===== config.mk =====
export PLATFORM = sky130hd
export DESIGN_NAME = phy_link_ctrl
export DESIGN_NICKNAME = d
export VERILOG_FILES = /design/src/rtl/phy_link_ctrl.sv
export SDC_FILE = /design/constraint.sdc
export NUM_CORES = 1
export LEC_CHECK = 0
export ABC_AREA = 1
export ABC_CLOCK_PERIOD_IN_PS = 3000
export BUFFER_PORTS_ARGS = -buffer_cell sky130_fd_sc_hd__buf_4
export CORE_MARGIN = 1.5
export CORE_UTILIZATION = 54
export DETAILED_ROUTE_END_ITERATION = 12
export PLACE_DENSITY = 0.84
export SYNTH_ARGS = -nofsm -noshare
export SYNTH_HDL_FRONTEND = slang
export SYNTH_SLANG_ARGS = --single-unit

===== constraint.sdc =====
create_clock -name clk_i -period 3 [get_ports clk_i]
set_input_delay 0.45 -clock clk_i [delete_from_list [all_inputs] [get_ports clk_i]]
set_output_delay 0.45 -clock clk_i [all_outputs]
set_load 0.05 [all_outputs]

===== src/rtl/phy_link_ctrl.sv =====
// phy_link_ctrl: PHY bring-up sequencer (PLL, TX, RX resets/enables), comma training,
// then word forwarding from a valid/ready source with SKP insertion when it is empty.
module phy_link_ctrl #(
    parameter int PLL_CYC     = 16,
    parameter int LOCK_CYC    = 64,
    parameter int TRAIN_WORDS = 4
) (
    input  logic        clk_i,
    input  logic        reset_i,
    input  logic        start_i,
    input  logic        disable_i,
    input  logic [1:0]  pclk_cfg_i,
    input  logic [31:0] src_data_i,
    input  logic        src_k_i,
    input  logic        src_valid_i,
    output logic        src_ready_o,
    output logic [1:0]  pclk_o,
    output logic [31:0] in_data_o,
    output logic        k_o,
    output logic        reset_pll_o,
    output logic        reset_ps_o,
    output logic        reset_sp_o,
    output logic        reset_conv832_o,
    output logic        enb_conv_o,
    output logic        link_up_o
);
    localparam logic [31:0] COM = 32'hBCBCBCBC;
    localparam logic [31:0] SKP = 32'h1C1C1C1C;

    typedef enum logic [2:0] {IDLE, PLL_RST, PLL_WAIT, TX_EN, TRAIN, DATA} state_t;

    state_t      state_q, state_d;
    logic [7:0]  cnt_q, cnt_d;
    logic [4:0]  wcnt_q, wcnt_d;
    logic [1:0]  pclk_q, pclk_d;
    logic [31:0] data_q, data_d;
    logic        k_q, k_d;
    logic        pll_q, pll_d;
    logic        tx_q, tx_d;
    logic        rx_q, rx_d;
    logic        up_q, up_d;
    logic        wrap;

    // Last cycle of a word period: WORD_CYC = 8 << pclk
    assign wrap = wcnt_q == 5'((6'd8 << pclk_q) - 6'd1);

    always_comb begin
        state_d = state_q;
        cnt_d   = cnt_q;
        wcnt_d  = wcnt_q;
        pclk_d  = pclk_q;
        data_d  = data_q;
        k_d     = k_q;
        pll_d   = pll_q;
        tx_d    = tx_q;
        rx_d    = rx_q;
        up_d    = up_q;
        case (state_q)
            IDLE: if (start_i) begin
                state_d = PLL_RST;
                cnt_d   = '0;
                wcnt_d  = '0;
                pclk_d  = (pclk_cfg_i == 2'd3) ? 2'd2 : pclk_cfg_i;
            end
            PLL_RST: begin
                cnt_d = cnt_q + 8'd1;
                if (cnt_q == 8'(PLL_CYC - 1)) begin
                    state_d = PLL_WAIT;
                    cnt_d   = '0;
                    pll_d   = 1'b1;
                end
            end
            PLL_WAIT: begin
                cnt_d = cnt_q + 8'd1;
                if (cnt_q == 8'(LOCK_CYC - 1)) begin
                    state_d = TX_EN;
                    cnt_d   = '0;
                    tx_d    = 1'b1;
                end
            end
            TX_EN: begin
                state_d = TRAIN;
                wcnt_d  = '0;
                cnt_d   = 8'd1;
                rx_d    = 1'b1;
                data_d  = COM;
                k_d     = 1'b1;
            end
            TRAIN: begin
                wcnt_d = wrap ? 5'd0 : wcnt_q + 5'd1;
                // cnt holds the number of COM words already loaded
                if (wrap && cnt_q == 8'(TRAIN_WORDS)) begin
                    state_d = DATA;
                    up_d    = 1'b1;
                    data_d  = SKP;
                    k_d     = 1'b1;
                end else if (wrap) begin
                    cnt_d  = cnt_q + 8'd1;
                    data_d = COM;
                    k_d    = 1'b1;
                end
            end
            DATA: begin
                wcnt_d = wrap ? 5'd0 : wcnt_q + 5'd1;
                if (wrap) begin
                    data_d = src_valid_i ? src_data_i : SKP;
                    k_d    = src_valid_i ? src_k_i : 1'b1;
                end
            end
            default: state_d = IDLE;
        endcase
        if (disable_i) begin
            state_d = IDLE;
            cnt_d   = '0;
            wcnt_d  = '0;
            pclk_d  = '0;
            data_d  = '0;
            k_d     = 1'b0;
            pll_d   = 1'b0;
            tx_d    = 1'b0;
            rx_d    = 1'b0;
            up_d    = 1'b0;
        end
    end

    always_ff @(posedge clk_i) begin
        if (reset_i) begin
            state_q <= IDLE;
            cnt_q   <= '0;
            wcnt_q  <= '0;
            pclk_q  <= '0;
            data_q  <= '0;
            k_q     <= 1'b0;
            pll_q   <= 1'b0;
            tx_q    <= 1'b0;
            rx_q    <= 1'b0;
            up_q    <= 1'b0;
        end else begin
            state_q <= state_d;
            cnt_q   <= cnt_d;
            wcnt_q  <= wcnt_d;
            pclk_q  <= pclk_d;
            data_q  <= data_d;
            k_q     <= k_d;
            pll_q   <= pll_d;
            tx_q    <= tx_d;
            rx_q    <= rx_d;
            up_q    <= up_d;
        end
    end

    // Gated by reset/disable so an aborted cycle never completes a transfer
    assign src_ready_o     = state_q == DATA && wrap && !disable_i && !reset_i;
    assign pclk_o          = pclk_q;
    assign in_data_o       = data_q;
    assign k_o             = k_q;
    assign reset_pll_o     = pll_q;
    assign reset_ps_o      = tx_q;
    assign enb_conv_o      = tx_q;
    assign reset_sp_o      = rx_q;
    assign reset_conv832_o = up_q;
    assign link_up_o       = up_q;
endmodule


* Word-level counts from Yosys, hierarchy flattened
Cells that the tools add are included.
** Storage, ports and cells
- Register bits :: 55
- Input bits :: 40
- Output and inout port bits :: 42
** Operators by class
- Bitwise operators :: 1
- Add/sub/neg operators :: 3
- Shifts and indexed selects :: 1
- Reductions and logical operators :: 20
- Mux-type cells :: 25
- Equal/unequal tests :: 18
** Operators with widths (number)
- $mux 32 :: 4
- $pmux 32 s3 :: 1
- $mux 8 :: 5
- $pmux 8 s5 :: 1
- $pmux 3 s6 :: 1
- $pmux 5 s3 :: 1
- $ne 2x2->1 const B :: 7
- $mux 3 :: 4
- $mux 5 :: 2
- $reduce_and 2->1 :: 5
- $add 8x1->8 const B :: 1
- $eq 8x3->1 const B :: 1
- $eq 8x4->1 const B :: 1
- $eq 8x6->1 const B :: 1
- $eq 3x2->1 const B :: 2
- $eq 3x3->1 const B :: 2
- $reduce_bool 3->1 :: 2
- $add 5x1->5 const B :: 1
- $eq 5x5->1 :: 1
- $reduce_and 5->1 :: 1
- $reduce_bool 5->1 :: 1
- $shl 4x2->5 const A :: 1
- $sub 5x1->5 const B :: 1
- $logic_and 1x1->1 :: 4
- other kinds (12) :: 17

* Depth between registers and ports, before layout
- Depth in word-level cells :: 6
- Gate-level depth with buffers :: 11

* Least setup slack after synthesis
Ideal clock, no wire load.
- Kind :: reg-to-output
- From :: register pclk_q[1] (netlist: pclk_o[1])
- To :: output src_ready_o
- Buffers on the path :: 0
- Data arrival time :: 2.193 ns
- Required time :: 2.550 ns
- Cell stages (with the launch flop) :: 7
- Path slack :: 0.357 ns
- Path through :: dfxtp_1 > inv_1 > nand2_1 > inv_1 > nor2_1 > nand2_1 > nor3_1
** Between the ends
- Cells in the longest elaborated chain, start to end :: 6
** RTL lines
- start, declared :: line 35 : logic [1:0] pclk_q, pclk_d;
- start signal, assigned :: line 142 : pclk_q <= pclk_d;
- $shl 4x2->5 :: line 45 : assign wrap = wcnt_q == 5'((6'd8 << pclk_q) - 6'd1);
- $sub 5x1->5 :: line 45
- $eq 5x5->1 :: line 45
- $logic_and 1x1->1 (3 in series) :: line 153 : assign src_ready_o = state_q == DATA && wrap && !disable_i && !reset_i;
- end, declared :: line 16 : output logic src_ready_o,
No other way between the ends.

* Worst setup path in the final report
- From :: register wcnt_q[0]
- To :: output src_ready_o
** Between the ends
- Cells in the longest elaborated chain, start to end :: 4
** RTL lines
- start, declared :: line 34 : logic [4:0] wcnt_q, wcnt_d;
- start signal, assigned :: line 141 : wcnt_q <= wcnt_d;
- $eq 5x5->1 :: line 45
- $logic_and 1x1->1 (3 in series) :: line 153
No other way between the ends.

==> out/qor.csv <==
stage;metric;value;unit
status;status;finished clean;
placed_design;placed_cells;500;
sta;min_period;2.24;ns
sta;fin_worst_hold_slack;0.365;ns
sta;clock-skew-final;0.00184;ns
setup_path;critical_path_required;2.55;ns
floorplanning;die_h;72.2;um
pwr;p_switching;0.300;mW
floorplanning;row_count;25;
finish;postLayoutCoreUtil;70.5;%
placed_design;input_output_buffers;81;
synth;yosys.cell_types.count;25;
routing;wirelength;6490;um
min_path;path_type_of_the_worst_min_delay_path;in2reg;
finish;mostFrequentLayoutCell;sky130_fd_sc_hd__nand2_1;
cts;clk_pin_slew_worst_paths;0.09;ns
synth;yosysWarningCount;0;
setup_path;cp.arrival;1.79;ns
setup_path;setup.worst_path.start_class;flop;
routing;route.vias.total;2708;
sta;max_slew.worst_pin.slew;0.583;ns
global_routing;grt_use_total;25.4;%
pwr;seqPwrFrac;59.2;%
finish;final_layout_net_count;496;
sta;maxClockFrequency;446;MHz
synth;post_synth_instance_area;2590;sq um
cts;cts.sink_count;55;
cts;cts_setup_buffers;0;
pwr;power.combinational.fraction;9.0;%
synth;ys_ff_latch;55;
setup_path;r2r_end;in_data_o[31]$_SDFFE_PP0P_;
setup_path;worst_r2r_startpoint;state_q[2]$_SDFFE_PP0P_;
placed_design;place.detailed.hpwl;4650;um
placed_design;placement.cell_area;3200;sq um
sta;hold_fails_final_rpt;0;
pwr;pwr-share-clk;31.8;%
sta;final_min_period_over_clock_period;74.8;%
global_routing;vias_in_the_first_global_route;2420;
setup_path;timing_worst_setup_path_type;reg2out;
pwr;fraction_of_power_spent_switching_nets;24.0;%
floorplanning;initial_utilization;55.5;%
global_routing;grt_first_pass_wirelength;10600;um
sta;grt_setup_unrepaired;no;
routing;first_iter_violations;211;
pwr;powerDensity;380;nW/um^2
global_routing;grt_use_met2;41.5;%
pwr;fin_total_pwr;1.25;mW
min_path;hp-start;src_data_i[24];
synth;synth-seq-area-share;42.6;%
sta;slew_headroom;61.1;%
pwr;intPower;0.949;mW
routing;ant_nets;0;
placed_design;gp_congestion;0.884;
cts;clock_latency_late_sink;0.30;ns
finish;syn_to_final_growth;27.0;%
min_path;worstHoldPathCells;3;
finish;commonest_cells_after_routing_fill_and_taps_aside;92 x sky130_fd_sc_hd__nand2_1, 84 x sky130_fd_sc_hd__buf_4, 55 x sky130_fd_sc_hd__dfxtp_1;
cts;cts_repair_resize_count;0;
setup_path;ff2ff_setup_slack;0.88;ns
synth;synth_top_cell_by_area;sky130_fd_sc_hd__dfxtp_1;
sta;timing_max_transition_violations_final;0;
global_routing;top_usage_layer;met2;
setup_path;timing.critical_path.cells;ha_1 > nand2_1 > inv_1 > nand2_1 > nor2_1 > nand2_1 > nor3_1 > buf_4;
floorplanning;area_of_the_core;4660;sq um
cts;cts-buffers-inserted;5;
finish;diodes;0;
pwr;power_leakage;1.47;nW
routing;drc;0;
routing;detail_route.first_pass.iterations;5;
setup_path;critical-path-slowest-cell;sky130_fd_sc_hd__dfxtp_1;
cts;clock-root-buffer;sky130_fd_sc_hd__clkbuf_8;
min_path;hold_path_end;in_data_o[24]$_SDFFE_PP0P_;
finish;fillers;406;
global_routing;grt.met3_usage;8.89;%
synth;largest_cells_by_area_after_synthesis;sky130_fd_sc_hd__dfxtp_1 43%, sky130_fd_sc_hd__nand2_1 13%, sky130_fd_sc_hd__a21oi_1 9.7%, sky130_fd_sc_hd__nand3_1 6.8%, sky130_fd_sc_hd__o21ai_0 6.2%;
floorplanning;dieArea;5220;sq um
cts;tritoncts;yes;
synth;post_synth.cell_area_avg;6.83;sq um
setup_path;critPathMaxStageDelay;0.39;ns
pwr;max-vdd-ir-drop;0.376;mV
routing;via_count_normalized_by_instance_count;5.33;
floorplanning;fp.dieW;72.2;um
floorplanning;ioPinCount;82;
finish;final_cells;508;
setup_path;cpMostUsedCell;sky130_fd_sc_hd__nand2_1;
sta;finalSetupViolations;0;
cts;h-tree-depth;2;
setup_path;cp-end-kind;output pin;
placed_design;preCtsSetupSlack;0.927;ns
cts;cts_hold_buffers;0;
global_routing;global_route.usage.met1;31.4;%
global_routing;grt_antenna_before_repair;0;
cts;clock_path_buffers;2;
synth;synth.top_cell.area_share;42.6;%
sta;tns;0;ns
finish;post-route-cell-area;3290;sq um
job;cap_violations;0;
sta;finalWorstSetupSlack;0.757;ns
setup_path;rr_worst_depth;8;
routing;wire_per_inst;12.8;um
setup_path;worst-path-max-fanout;5;
synth;synth_nets;422;
global_routing;pin_count_of_the_biggest_net_entering_global_routing;36;
finish;layout-drive-gt1-share;21.6;%
synth;synth_instances;379;
global_routing;global_route.overflow_total;0;
-- routing by layer --
layer	vias to the layer above	share of wire, %
met1	1211	43
li1	1388	-
met3	11	8.2
met2	98	47
met4	0	1.8
met5	-	0
-- state kept, by name, summed over array words and instances (netlist names) --
| name | cells |
|---|---|
| reset_pll_o | 1 |
| enb_conv_o | 1 |
| reset_sp_o | 1 |
| in_data_o | 32 |
| wcnt_q | 5 |
| k_o | 1 |
| pclk_o | 2 |
| state_q | 3 |
| link_up_o | 1 |
| cnt_q | 8 |
-- worst max path at each step --
stage	startpoint	endpoint	slack, ns	cells past startpoint
final	wcnt_q[0]$_SDFFE_PP0P_	src_ready_o	0.76	8
after global routing	state_q[2]$_SDFFE_PP0P_	in_data_o[31]$_SDFFE_PP0P_	0.58	8
after CTS	wcnt_q[0]$_SDFFE_PP0P_	src_ready_o	0.76	8
after detailed placement	wcnt_q[0]$_SDFFE_PP0P_	in_data_o[17]$_SDFFE_PP0P_	0.93	11
after global placement	state_q[2]$_SDFFE_PP0P_	in_data_o[31]$_SDFFE_PP0P_	0.94	8
after floorplan	pclk_o[1]$_SDFFE_PP0P_	src_ready_o	0.36	6
-- cells by family after synthesis --
kind of cell	count (synthesis)	synth area share, %
buf+inv	50	8.03
xor+xnor	2	0.677
compound gates	91	18.5
fa+ha+maj	3	1.45
flops	55	42.6
simple gates	178	28.8
-- area by class of cell --
cell class	instances	area, sq um	share of cell area [%]
multi-input combinational	274	1280	38.9
inverter	33	124	3.77
clock buffer	6	72.6	2.21
tap	54	67.6	2.06
clock inverter	2	12.5	0.381
sequential	55	1100	33.5
timing repair buffer	84	631	19.2
-- cells in the mapped netlist --
cell	n
sky130_fd_sc_hd__buf_4	3
sky130_fd_sc_hd__inv_1	31
sky130_fd_sc_hd__a31oi_1	2
sky130_fd_sc_hd__nand2_1	92
sky130_fd_sc_hd__nand2_2	2
sky130_fd_sc_hd__clkbuf_1	7
sky130_fd_sc_hd__dfxtp_1	55
sky130_fd_sc_hd__inv_2	2
sky130_fd_sc_hd__o21bai_1	1
sky130_fd_sc_hd__nor3_2	2
sky130_fd_sc_hd__nor3_1	5
sky130_fd_sc_hd__a21oi_1	50
sky130_fd_sc_hd__a211oi_1	1
sky130_fd_sc_hd__o21a_1	1
sky130_fd_sc_hd__a22oi_1	1
sky130_fd_sc_hd__a21oi_4	1
sky130_fd_sc_hd__o21ai_1	2
sky130_fd_sc_hd__nand3b_1	1
sky130_fd_sc_hd__ha_1	3
sky130_fd_sc_hd__nor2_1	39
sky130_fd_sc_hd__xnor2_1	2
sky130_fd_sc_hd__buf_2	7
sky130_fd_sc_hd__nand4_1	2
sky130_fd_sc_hd__nand3_1	35
sky130_fd_sc_hd__o21ai_0	32
-- power by group through the flow --
stage	clock [mW]	sequential, mW	combinational [mW]
2_1_floorplan	0	0.762	0.0490
3_3_place_gp	0	0.757	0.109
3_5_place_dp	0	0.757	0.111
4_1_cts	0.408	0.740	0.111
5_1_grt	0.437	0.741	0.124
6_report	0.397	0.740	0.112
-- worst max-delay path, delay by kind of cell, from the launching register on --
family | cells | cell delay, ns
adders and majority gates | 1 | 0.19
buffers and inverters | 2 | 0.32
DFF | 1 | 0.39
and+or+nand+nor | 5 | 0.60
No activity file was read; power rests on OpenSTA's default activity.
